`src/rtl/vector_minmax_reduction_unit.sv`:
```
// Vector min/max reduction: folds vs2 beats, then lanes, then the scalar seed into one SEW element.
// execution_vector = {bit_mode[1:0] (0:SEW8 1:SEW16 2:SEW32 3:SEW64), sign_mode[1:0] (0:unsigned 1:signed), maximum_mode, minimum_mode}.
// Masking of inactive elements is enabled with `define VECTOR_REDUCTION_MASK_EN.
module vector_minmax_reduction_unit #(
    parameter int BEAT_COUNT_WIDTH = 6
) (
    input  logic                        clock,
    input  logic                        reset,
    input  logic [5:0]                  execution_vector,
    input  logic                        start,
    input  logic [63:0]                 scalar_seed,
    input  logic [BEAT_COUNT_WIDTH-1:0] beat_count,
    input  logic                        beat_valid,
    output logic                        beat_ready,
    input  logic [63:0]                 beat_data,
    input  logic [7:0]                  beat_mask,
    output logic                        busy,
    output logic                        result_valid,
    input  logic                        result_ready,
    output logic [63:0]                 result
);

    typedef enum logic [2:0] {IDLE, ACCUMULATE, FOLD, SEED, DONE} state_t;

    state_t                      state_q, state_d;
    logic [63:0]                 acc_q, acc_d;
    logic [BEAT_COUNT_WIDTH-1:0] count_q, count_d;
    logic [1:0]                  fold_q, fold_d;
    logic [5:0]                  ev_q, ev_d;
    logic [63:0]                 seed_q, seed_d;

    logic [1:0]  sew;
    logic        is_signed;
    logic        is_max;
    logic [1:0]  fold_total;
    logic [5:0]  fold_shift;
    logic [63:0] lane_identity;
    logic [63:0] masked_data;

    // Operands are sign/zero-extended to 65 bits so one signed compare covers both modes.
    function automatic logic take_b(input logic [64:0] xa, input logic [64:0] xb, input logic want_max);
        if (want_max)
            return $signed(xb) > $signed(xa);
        else
            return $signed(xb) < $signed(xa);
    endfunction

    function automatic logic [63:0] lane_combine(input logic [63:0] a, input logic [63:0] b,
                                                 input logic [1:0] lane_sew, input logic sgn,
                                                 input logic want_max);
        logic [63:0] r;
        logic [64:0] xa;
        logic [64:0] xb;
        r = a;
        case (lane_sew)
            2'd0: for (int i = 0; i < 8; i++) begin
                xa = {{57{sgn & a[i*8+7]}}, a[i*8+:8]};
                xb = {{57{sgn & b[i*8+7]}}, b[i*8+:8]};
                if (take_b(xa, xb, want_max)) r[i*8+:8] = b[i*8+:8];
            end
            2'd1: for (int i = 0; i < 4; i++) begin
                xa = {{49{sgn & a[i*16+15]}}, a[i*16+:16]};
                xb = {{49{sgn & b[i*16+15]}}, b[i*16+:16]};
                if (take_b(xa, xb, want_max)) r[i*16+:16] = b[i*16+:16];
            end
            2'd2: for (int i = 0; i < 2; i++) begin
                xa = {{33{sgn & a[i*32+31]}}, a[i*32+:32]};
                xb = {{33{sgn & b[i*32+31]}}, b[i*32+:32]};
                if (take_b(xa, xb, want_max)) r[i*32+:32] = b[i*32+:32];
            end
            default: begin
                xa = {sgn & a[63], a};
                xb = {sgn & b[63], b};
                if (take_b(xa, xb, want_max)) r = b;
            end
        endcase
        return r;
    endfunction

    function automatic logic [63:0] lane_msbs(input logic [1:0] lane_sew);
        case (lane_sew)
            2'd0:    return 64'h8080_8080_8080_8080;
            2'd1:    return 64'h8000_8000_8000_8000;
            2'd2:    return 64'h8000_0000_8000_0000;
            default: return 64'h8000_0000_0000_0000;
        endcase
    endfunction

    function automatic logic [63:0] identity(input logic [5:0] ev);
        logic sgn;
        logic want_max;
        sgn      = (ev[3:2] == 2'b01);
        want_max = ev[1] & ~ev[0];
        if (sgn)
            return want_max ? lane_msbs(ev[5:4]) : ~lane_msbs(ev[5:4]);
        else
            return want_max ? 64'd0 : {64{1'b1}};
    endfunction

    function automatic logic [63:0] sew_mask(input logic [1:0] lane_sew);
        case (lane_sew)
            2'd0:    return 64'h0000_0000_0000_00FF;
            2'd1:    return 64'h0000_0000_0000_FFFF;
            2'd2:    return 64'h0000_0000_FFFF_FFFF;
            default: return {64{1'b1}};
        endcase
    endfunction

    assign sew           = ev_q[5:4];
    assign is_signed     = (ev_q[3:2] == 2'b01);
    assign is_max        = ev_q[1] & ~ev_q[0];
    assign fold_total    = 2'd3 - sew;
    assign fold_shift    = 6'd32 >> fold_q;
    assign lane_identity = identity(ev_q);

`ifdef VECTOR_REDUCTION_MASK_EN
    // Inactive lanes become the identity so they can never win the compare.
    always_comb begin
        masked_data = beat_data;
        case (sew)
            2'd0: for (int i = 0; i < 8; i++)
                if (!beat_mask[i]) masked_data[i*8+:8] = lane_identity[i*8+:8];
            2'd1: for (int i = 0; i < 4; i++)
                if (!beat_mask[i]) masked_data[i*16+:16] = lane_identity[i*16+:16];
            2'd2: for (int i = 0; i < 2; i++)
                if (!beat_mask[i]) masked_data[i*32+:32] = lane_identity[i*32+:32];
            default:
                if (!beat_mask[0]) masked_data = lane_identity;
        endcase
    end
`else
    logic mask_unused;
    assign mask_unused = ^{beat_mask, lane_identity};
    assign masked_data = beat_data;
`endif

    always_comb begin
        state_d = state_q;
        acc_d   = acc_q;
        count_d = count_q;
        fold_d  = fold_q;
        ev_d    = ev_q;
        seed_d  = seed_q;
        case (state_q)
            IDLE: begin
                if (start) begin
                    ev_d    = execution_vector;
                    seed_d  = scalar_seed;
                    count_d = beat_count;
                    acc_d   = identity(execution_vector);
                    fold_d  = 2'd0;
                    state_d = (beat_count != '0) ? ACCUMULATE : FOLD;
                end
            end
            ACCUMULATE: begin
                if (beat_valid) begin
                    acc_d   = lane_combine(acc_q, masked_data, sew, is_signed, is_max);
                    count_d = count_q - BEAT_COUNT_WIDTH'(1);
                    if (count_q == BEAT_COUNT_WIDTH'(1)) state_d = FOLD;
                end
            end
            // Each step halves the span of live lanes; SEW64 has nothing to fold and idles once.
            FOLD: begin
                if (fold_total == 2'd0) begin
                    state_d = SEED;
                end else begin
                    acc_d = lane_combine(acc_q, acc_q >> fold_shift, sew, is_signed, is_max);
                    if (fold_q == fold_total - 2'd1)
                        state_d = SEED;
                    else
                        fold_d = fold_q + 2'd1;
                end
            end
            SEED: begin
                acc_d   = lane_combine(acc_q, seed_q, sew, is_signed, is_max);
                state_d = DONE;
            end
            DONE: begin
                if (result_ready) state_d = IDLE;
            end
            default: state_d = IDLE;
        endcase
    end

    always_ff @(posedge clock) begin
        if (reset) begin
            state_q <= IDLE;
            acc_q   <= '0;
            count_q <= '0;
            fold_q  <= '0;
            ev_q    <= '0;
            seed_q  <= '0;
        end else begin
            state_q <= state_d;
            acc_q   <= acc_d;
            count_q <= count_d;
            fold_q  <= fold_d;
            ev_q    <= ev_d;
            seed_q  <= seed_d;
        end
    end

    assign beat_ready   = (state_q == ACCUMULATE);
    assign busy         = (state_q != IDLE);
    assign result_valid = (state_q == DONE);
    assign result       = acc_q & sew_mask(sew);

endmodule

```
`config.mk`:
```
export PLATFORM = sky130hd
export DESIGN_NAME = vector_minmax_reduction_unit
export DESIGN_NICKNAME = d
export VERILOG_FILES = /design/src/rtl/vector_minmax_reduction_unit.sv
export SDC_FILE = /design/constraint.sdc
export NUM_CORES = 1
export LEC_CHECK = 0
export ABC_AREA = 1
export BUFFER_PORTS_ARGS = -buffer_cell sky130_fd_sc_hd__buf_2
export CAP_MARGIN = 20
export CORE_ASPECT_RATIO = 0.5
export CORE_MARGIN = 2
export CORE_UTILIZATION = 45
export CTS_BUF_LIST = sky130_fd_sc_hd__clkbuf_4
export DETAILED_ROUTE_END_ITERATION = 16
export RECOVER_POWER = 50
export SLEW_MARGIN = 30
export SYNTH_ARGS = -nofsm -noshare
export SYNTH_HDL_FRONTEND = slang
export SYNTH_SLANG_ARGS = --single-unit
```
`constraint.sdc`:
```
create_clock -name clock -period 7.3 [get_ports clock]
set_clock_uncertainty 0.05 [all_clocks]
set_input_delay 1.46 -clock clock [delete_from_list [all_inputs] [get_ports clock]]
set_output_delay 1.46 -clock clock [all_outputs]
set_load 0.1 [all_outputs]
```
Word level (Yosys, flattened, before mapping). Cells that the tools add are included.

Bits in registers: 145. Bits of input ports: 153. Logic and storage cells: 473. Output and inout bits: 67.

Bitwise operators: 38. Magnitude comparators: 90. Add/sub/neg operators: 4. Shifts and indexed selects: 2. Reductions and logical operators: 22. Muxes and demuxes: 240. Eq/ne operators: 64.

Operators by type and width (number): two-way mux 64 bit (12); case mux 64 bit (3 select lines) (4); case mux 64 bit (4 select lines) (1); greater-than comparator 9 bit (24); < comparator 9 bit (24); greater-than comparator 17 bit (12); < comparator 17 bit (12); greater-than comparator 33 bit (6); < comparator 33 bit (6); greater-than comparator 65 bit (3); < comparator 65 bit (3); two-way mux 16 bit (12); two-way mux 32 bit (6); two-way mux 8 bit (24); case mux 56 bit (3 select lines) (1); two-way mux 1 bit (165); AND reduction 16 bit (8); inequality test 3 x 2 -> 1 bit (second input constant) (42); AND 64 bit (1); inverter 64 bit (1); >> shifter 64 x 6 -> 64 bit (1); AND 1 bit (34); two-way mux 3 bit (6); case mux 3 bit (5 select lines) (1); 34 further kinds (51).

Longest topological paths before layout.
Depth in word-level cells: 12. Gate-level depth with buffers: 36.

Worst setup path after synthesis. No wires, ideal clock.

Path type: reg-to-reg. Start point: register fold_q[1]. End point: register acc_q[16]. Path buffers: 4. Library setup time: 113 ps. Data required time: 7137 ps. Slack: 3216 ps. Stages on the path, launching flop included: 33. Arrival time: 3921 ps. Cells stage by stage: dfxtp_1 ha_1 buf_6 clkbuf_1 clkbuf_1 nand2_1 o21ai_0 nand2_1 o211ai_1 o21ai_0 o21ai_0 inv_1 ha_1 nand2_1 nor2_1 nand4_1 nor2_1 nand2_1 nor2_1 nor2_1 nand2_1 nand2_1 nand3_2 nand3_1 nand3_2 nand2_2 nor2_1 nand3b_1 nor2_4 buf_6 nand2_1 nand2_1 nor2_1.

Longest elaborated chain between the ends: 10.

RTL lines: from (decl) (line 28) `logic [1:0] fold_q, fold_d;`; from (signal assigned) (line 197) `fold_q <= fold_d;`; >> shifter 6 x 2 -> 6 bit * (line 113) `assign fold_shift = 6'd32 >> fold_q;`; >> shifter 64 x 6 -> 64 bit * (line 167) `acc_d = lane_combine(acc_q, acc_q >> fold_shift, sew, is_signed, is_max);`; AND 1 bit (on tied branches); < comparator 65 bit, or another cell as far along (line 45) `return $signed(xb) < $signed(xa);`; two-way mux 1 bit (line 42) `if (want_max)`; two-way mux 1 bit (line 55) `case (lane_sew)`; two-way mux 1 bit (line 164) `if (fold_total == 2'd0) begin`; two-way mux 1 bit (line 144) `case (state_q)`; inequality test 5 x 4 -> 1 bit (no line) / inequality test 3 x 2 -> 1 bit (equally long branches); AND reduction 16 bit (no line); to (signal assigned) (line 188) `acc_q <= '0;`; to (signal assigned) (line 195) `acc_q <= acc_d;`; to (decl) (line 26) `logic [63:0] acc_q, acc_d;`.

Every way passes the cells marked *; elsewhere a longest branch is shown, timed or not. The select of a mux whose other input is x is not followed. A chain may end at the register's enable or synchronous reset.

Worst setup path after layout.
Start point: register fold_q[0]. End point: register acc_q[26].

Longest elaborated chain between the ends: 10.

RTL lines (line): >> shifter 6 x 2 -> 6 bit * (113); >> shifter 64 x 6 -> 64 bit * (167); AND 1 bit (on tied branches); < comparator 65 bit, or another cell as far along (45); two-way mux 1 bit (42); two-way mux 1 bit (55); two-way mux 1 bit (164); two-way mux 1 bit (144); inequality test 5 x 4 -> 1 bit (no line) / inequality test 3 x 2 -> 1 bit (equally long branches); AND reduction 16 bit (no line).

Marks and branches as above.

==> qor.txt <==
syn avg cell area = 5.89 um2
via count = 21900
Setup Buffers After CTS = 0
crit-path most repeated cell = nand2_1
reg2reg path depth = 27
worst path arrival time = 6.69 ns
Crit path required time = 7.83 ns
# Max-Cap Violations = 4
GRT Util Overall = 0.381
die area = 43000 um2
first-pass GRT wire length = 122000 um
Seq cells post-synth = 145
Reg clk slew, reported paths = 0.17 ns
failing checks = max-capacitance violations, max-slew violations
port bufs = 211
DR vias/cell = 5.72
DRT Pass-1 Iters = 6
r2r endpoint = acc_q[26]$_SDFFE_PP0P_
dpl cells = 3805
crit-path max cell delay = 0.97 ns
final setup fails = 0
DRT antenna net count = 0
GPL Wtd Cong = 1.04
Cell Area, Synth = 18600 um2
Setup CP Type = reg -> reg
vias in the first global route = 19100
largest net degree at the start of global routing = 77
commonest non-fill, non-tap cell in the layout = nand2_1
Slew headroom = -0.608
chip width = 291 um
crit path launch = fold_q[0]$_SDFFE_PP0P_
reg-to-reg slack, setup = 1.14 ns
# nets final = 3668
CTS tree = built
Routed WL = 83200 um
gr ovfl total = 0
f_max = 0.162 GHz
worst hold path type = reg -> reg
sequential fraction of the synthesis area = 0.156
final std cells w/o fill = 3839
setup TNS = 0 ns
Hold Path Stages = 2
min Tclk post-route = 6.16 ns
Synth Instances = 3155
power density over the cells = 547 nW/um2
critical path endpoint = acc_q[26]$_SDFFE_PP0P_
IO Count = 220
layout cell share with drive strength beyond 1 = 0.106
Area growth syn-to-layout = 9.15%
Max Slew Vio Count = 269
Slew @ Worst Pin = 2.40 ns
Starting Density = 0.458
Clock Latency Late Sink = 0.72 ns
WL per Instance = 21.7 um
DP HPWL = 66500 um
Post-CTS Hold Buffers = 0
1st-iter DRT viols = 2715
worst vdd rail ir drop = 0.324 mV
core area = 40600 um2
Ys Warns = 0
Final Hold Viols = 0
Die H = 148 um
H-tree levels = 4
initial antenna violation count = 2
clk sinks = 145
commonest cells after routing, fill and taps aside = 820 x nand2_1, 382 x nor2_1, 368 x inv_1, 281 x o21ai_0, 228 x ha_1
cts bufs inserted = 17
RSZ-0062 raised after global routing = false
row count = 52
status = finished with violations
CTS max path bufs = 2
worst reg2reg path startpoint = fold_q[0]$_SDFFE_PP0P_
CTS Root Cell = clkbuf_4
number of remaining DRC errors = 0
CP Capture Type = flip-flop
Syn Nets = 3539
post-CTS resize count = 0
CP startpoint kind = flip-flop
Leak Pwr = 0.0105 uW
period utilisation layout = 0.844
Cell variety after synth = 59
CP max stage cell = o21ai_0
CP max FO = 21
==> critical path: cells and delay by family (launching register included) <==
family                   cells  cell delay, ns
flip-flops                   1            0.40
adder cells (fa/ha/maj)      2            0.95
multiplexers                 1            0.14
AND/OR/NAND/NOR             20            2.85
buffers and inverters        3            0.65
AO/OA/AOI/OAI                1            0.97
==> sequential cells by signal, indices dropped and copies added, names as in the netlist <==
name and count:
count_q 6, acc_q 64, state_q 3, ev_q 6, fold_q 2, seed_q 64
==> synth_stat cells (all sizes together) <==
library cell / number / area share
nand2: 829 / 0.17
nor2: 409 / 0.087
inv: 383 / 0.078
o21ai: 294 / 0.080
nand3: 244 / 0.072
ha: 231 / 0.16
a21oi: 173 / 0.047
dfxtp: 145 / 0.16
clkbuf: 90 / 0.018
buf: 47 / 0.016
nand4: 45 / 0.017
a211oi: 37 / 0.015
o211ai: 34 / 0.014
nor3: 32 / 0.010
a21o: 19 / 0.0077
a22oi: 18 / 0.0073
mux2i: 13 / 0.0070
or2: 13 / 0.0044
xor2: 13 / 0.0061
o21bai: 11 / 0.0044
a31oi: 10 / 0.0034
o22ai: 10 / 0.0034
nand3b: 9 / 0.0036
a21boi: 8 / 0.0032
nor4: 8 / 0.0027
o2bb2ai: 5 / 0.0024
and3: 4 / 0.0013
o2111ai: 4 / 0.0019
o21a: 3 / 0.0012
o31ai: 3 / 0.0012
and2: 2 / 0.00067
clkinv: 2 / 0.00040
o221ai: 2 / 0.00094
a211o: 1 / 0.00047
a22o: 1 / 0.00047
nor3b: 1 / 0.00040
nor4b: 1 / 0.00047
xnor2: 1 / 0.00047
==> kinds of logic (layout without fill, tap and decap cells) <==
logic type | Yosys count | count (layout) | share of synthesized area
xor gates and xnor gates | 14 | 14 | 0.00660
DFF | 145 | 145 | 0.156
muxes | 13 | 13 | 0.00700
and+or+nand+nor | 1597 | 1597 | 0.369
AOI/OAI and AO/OA | 633 | 633 | 0.194
buffers and inverters | 522 | 664 | 0.112
adders and majority gates | 231 | 231 | 0.155
other | 0 | 2 | 0
==> worst min path at each step <==
stage	startpoint	to	slack [ns]
floorplan	seed_q[36]$_SDFFE_PP0P_	seed_q[36]$_SDFFE_PP0P_	0.39
global placement	seed_q[27]$_SDFFE_PP0P_	seed_q[27]$_SDFFE_PP0P_	0.41
detailed placement	seed_q[26]$_SDFFE_PP0P_	seed_q[26]$_SDFFE_PP0P_	0.41
CTS	seed_q[26]$_SDFFE_PP0P_	seed_q[26]$_SDFFE_PP0P_	0.43
global route	seed_q[25]$_SDFFE_PP0P_	seed_q[25]$_SDFFE_PP0P_	0.47
finish	seed_q[26]$_SDFFE_PP0P_	seed_q[26]$_SDFFE_PP0P_	0.44
==> area by class of cell <==
cell class                      instances  area [um2]
Antenna cell                            2        5.00
Multi-Input combinational cell       2488       13700
Tap cell                              540         676
Clock inverter                         15         166
Fill cell                            4504       20300
Clock buffer                           17         128
Inverter                              385        1450
Sequential cell                       145        2900
Timing Repair Buffer                  247        1310
==> per-layer routing <==
metal / GRT usage / vias up / routed length [um]
met5: 0 / - / 0
met4: 0.0570 / 0 / 1030
met3: 0.132 / 69 / 12000
met2: 0.494 / 1150 / 30100
met1: 0.593 / 10000 / 40200
li1: - / 10700 / -
==> report_power, final <==
part	total, uW	internal (uW)	leakage [uW]	switching, uW
Combinational	9060	2610	0.00914	6450
Sequential	1430	1080	0.00120	353
Clock	609	187	0.000158	421
Total	11100	3870	0.0105	7220
==> metrics by stage <==
| stage | hold slack [ns] | cell area (um2) | utilization | setup WS (ns) | total power [uW] |
|---|---|---|---|---|---|
| floorplan | 0.393 | 18600 | - | 3.22 | 7490 |
| global placement | 0.408 | 20000 | 0.493 | 1.71 | 10000 |
| detailed placement | 0.415 | 20000 | 0.493 | 1.66 | 10100 |
| CTS | 0.432 | 20300 | 0.501 | 1.61 | 10700 |
| global route | 0.469 | 20300 | 0.500 | 0.700 | 12000 |
| finish | 0.439 | 20300 | 0.500 | 1.14 | 11100 |
(Power assumes the default switching activity.)
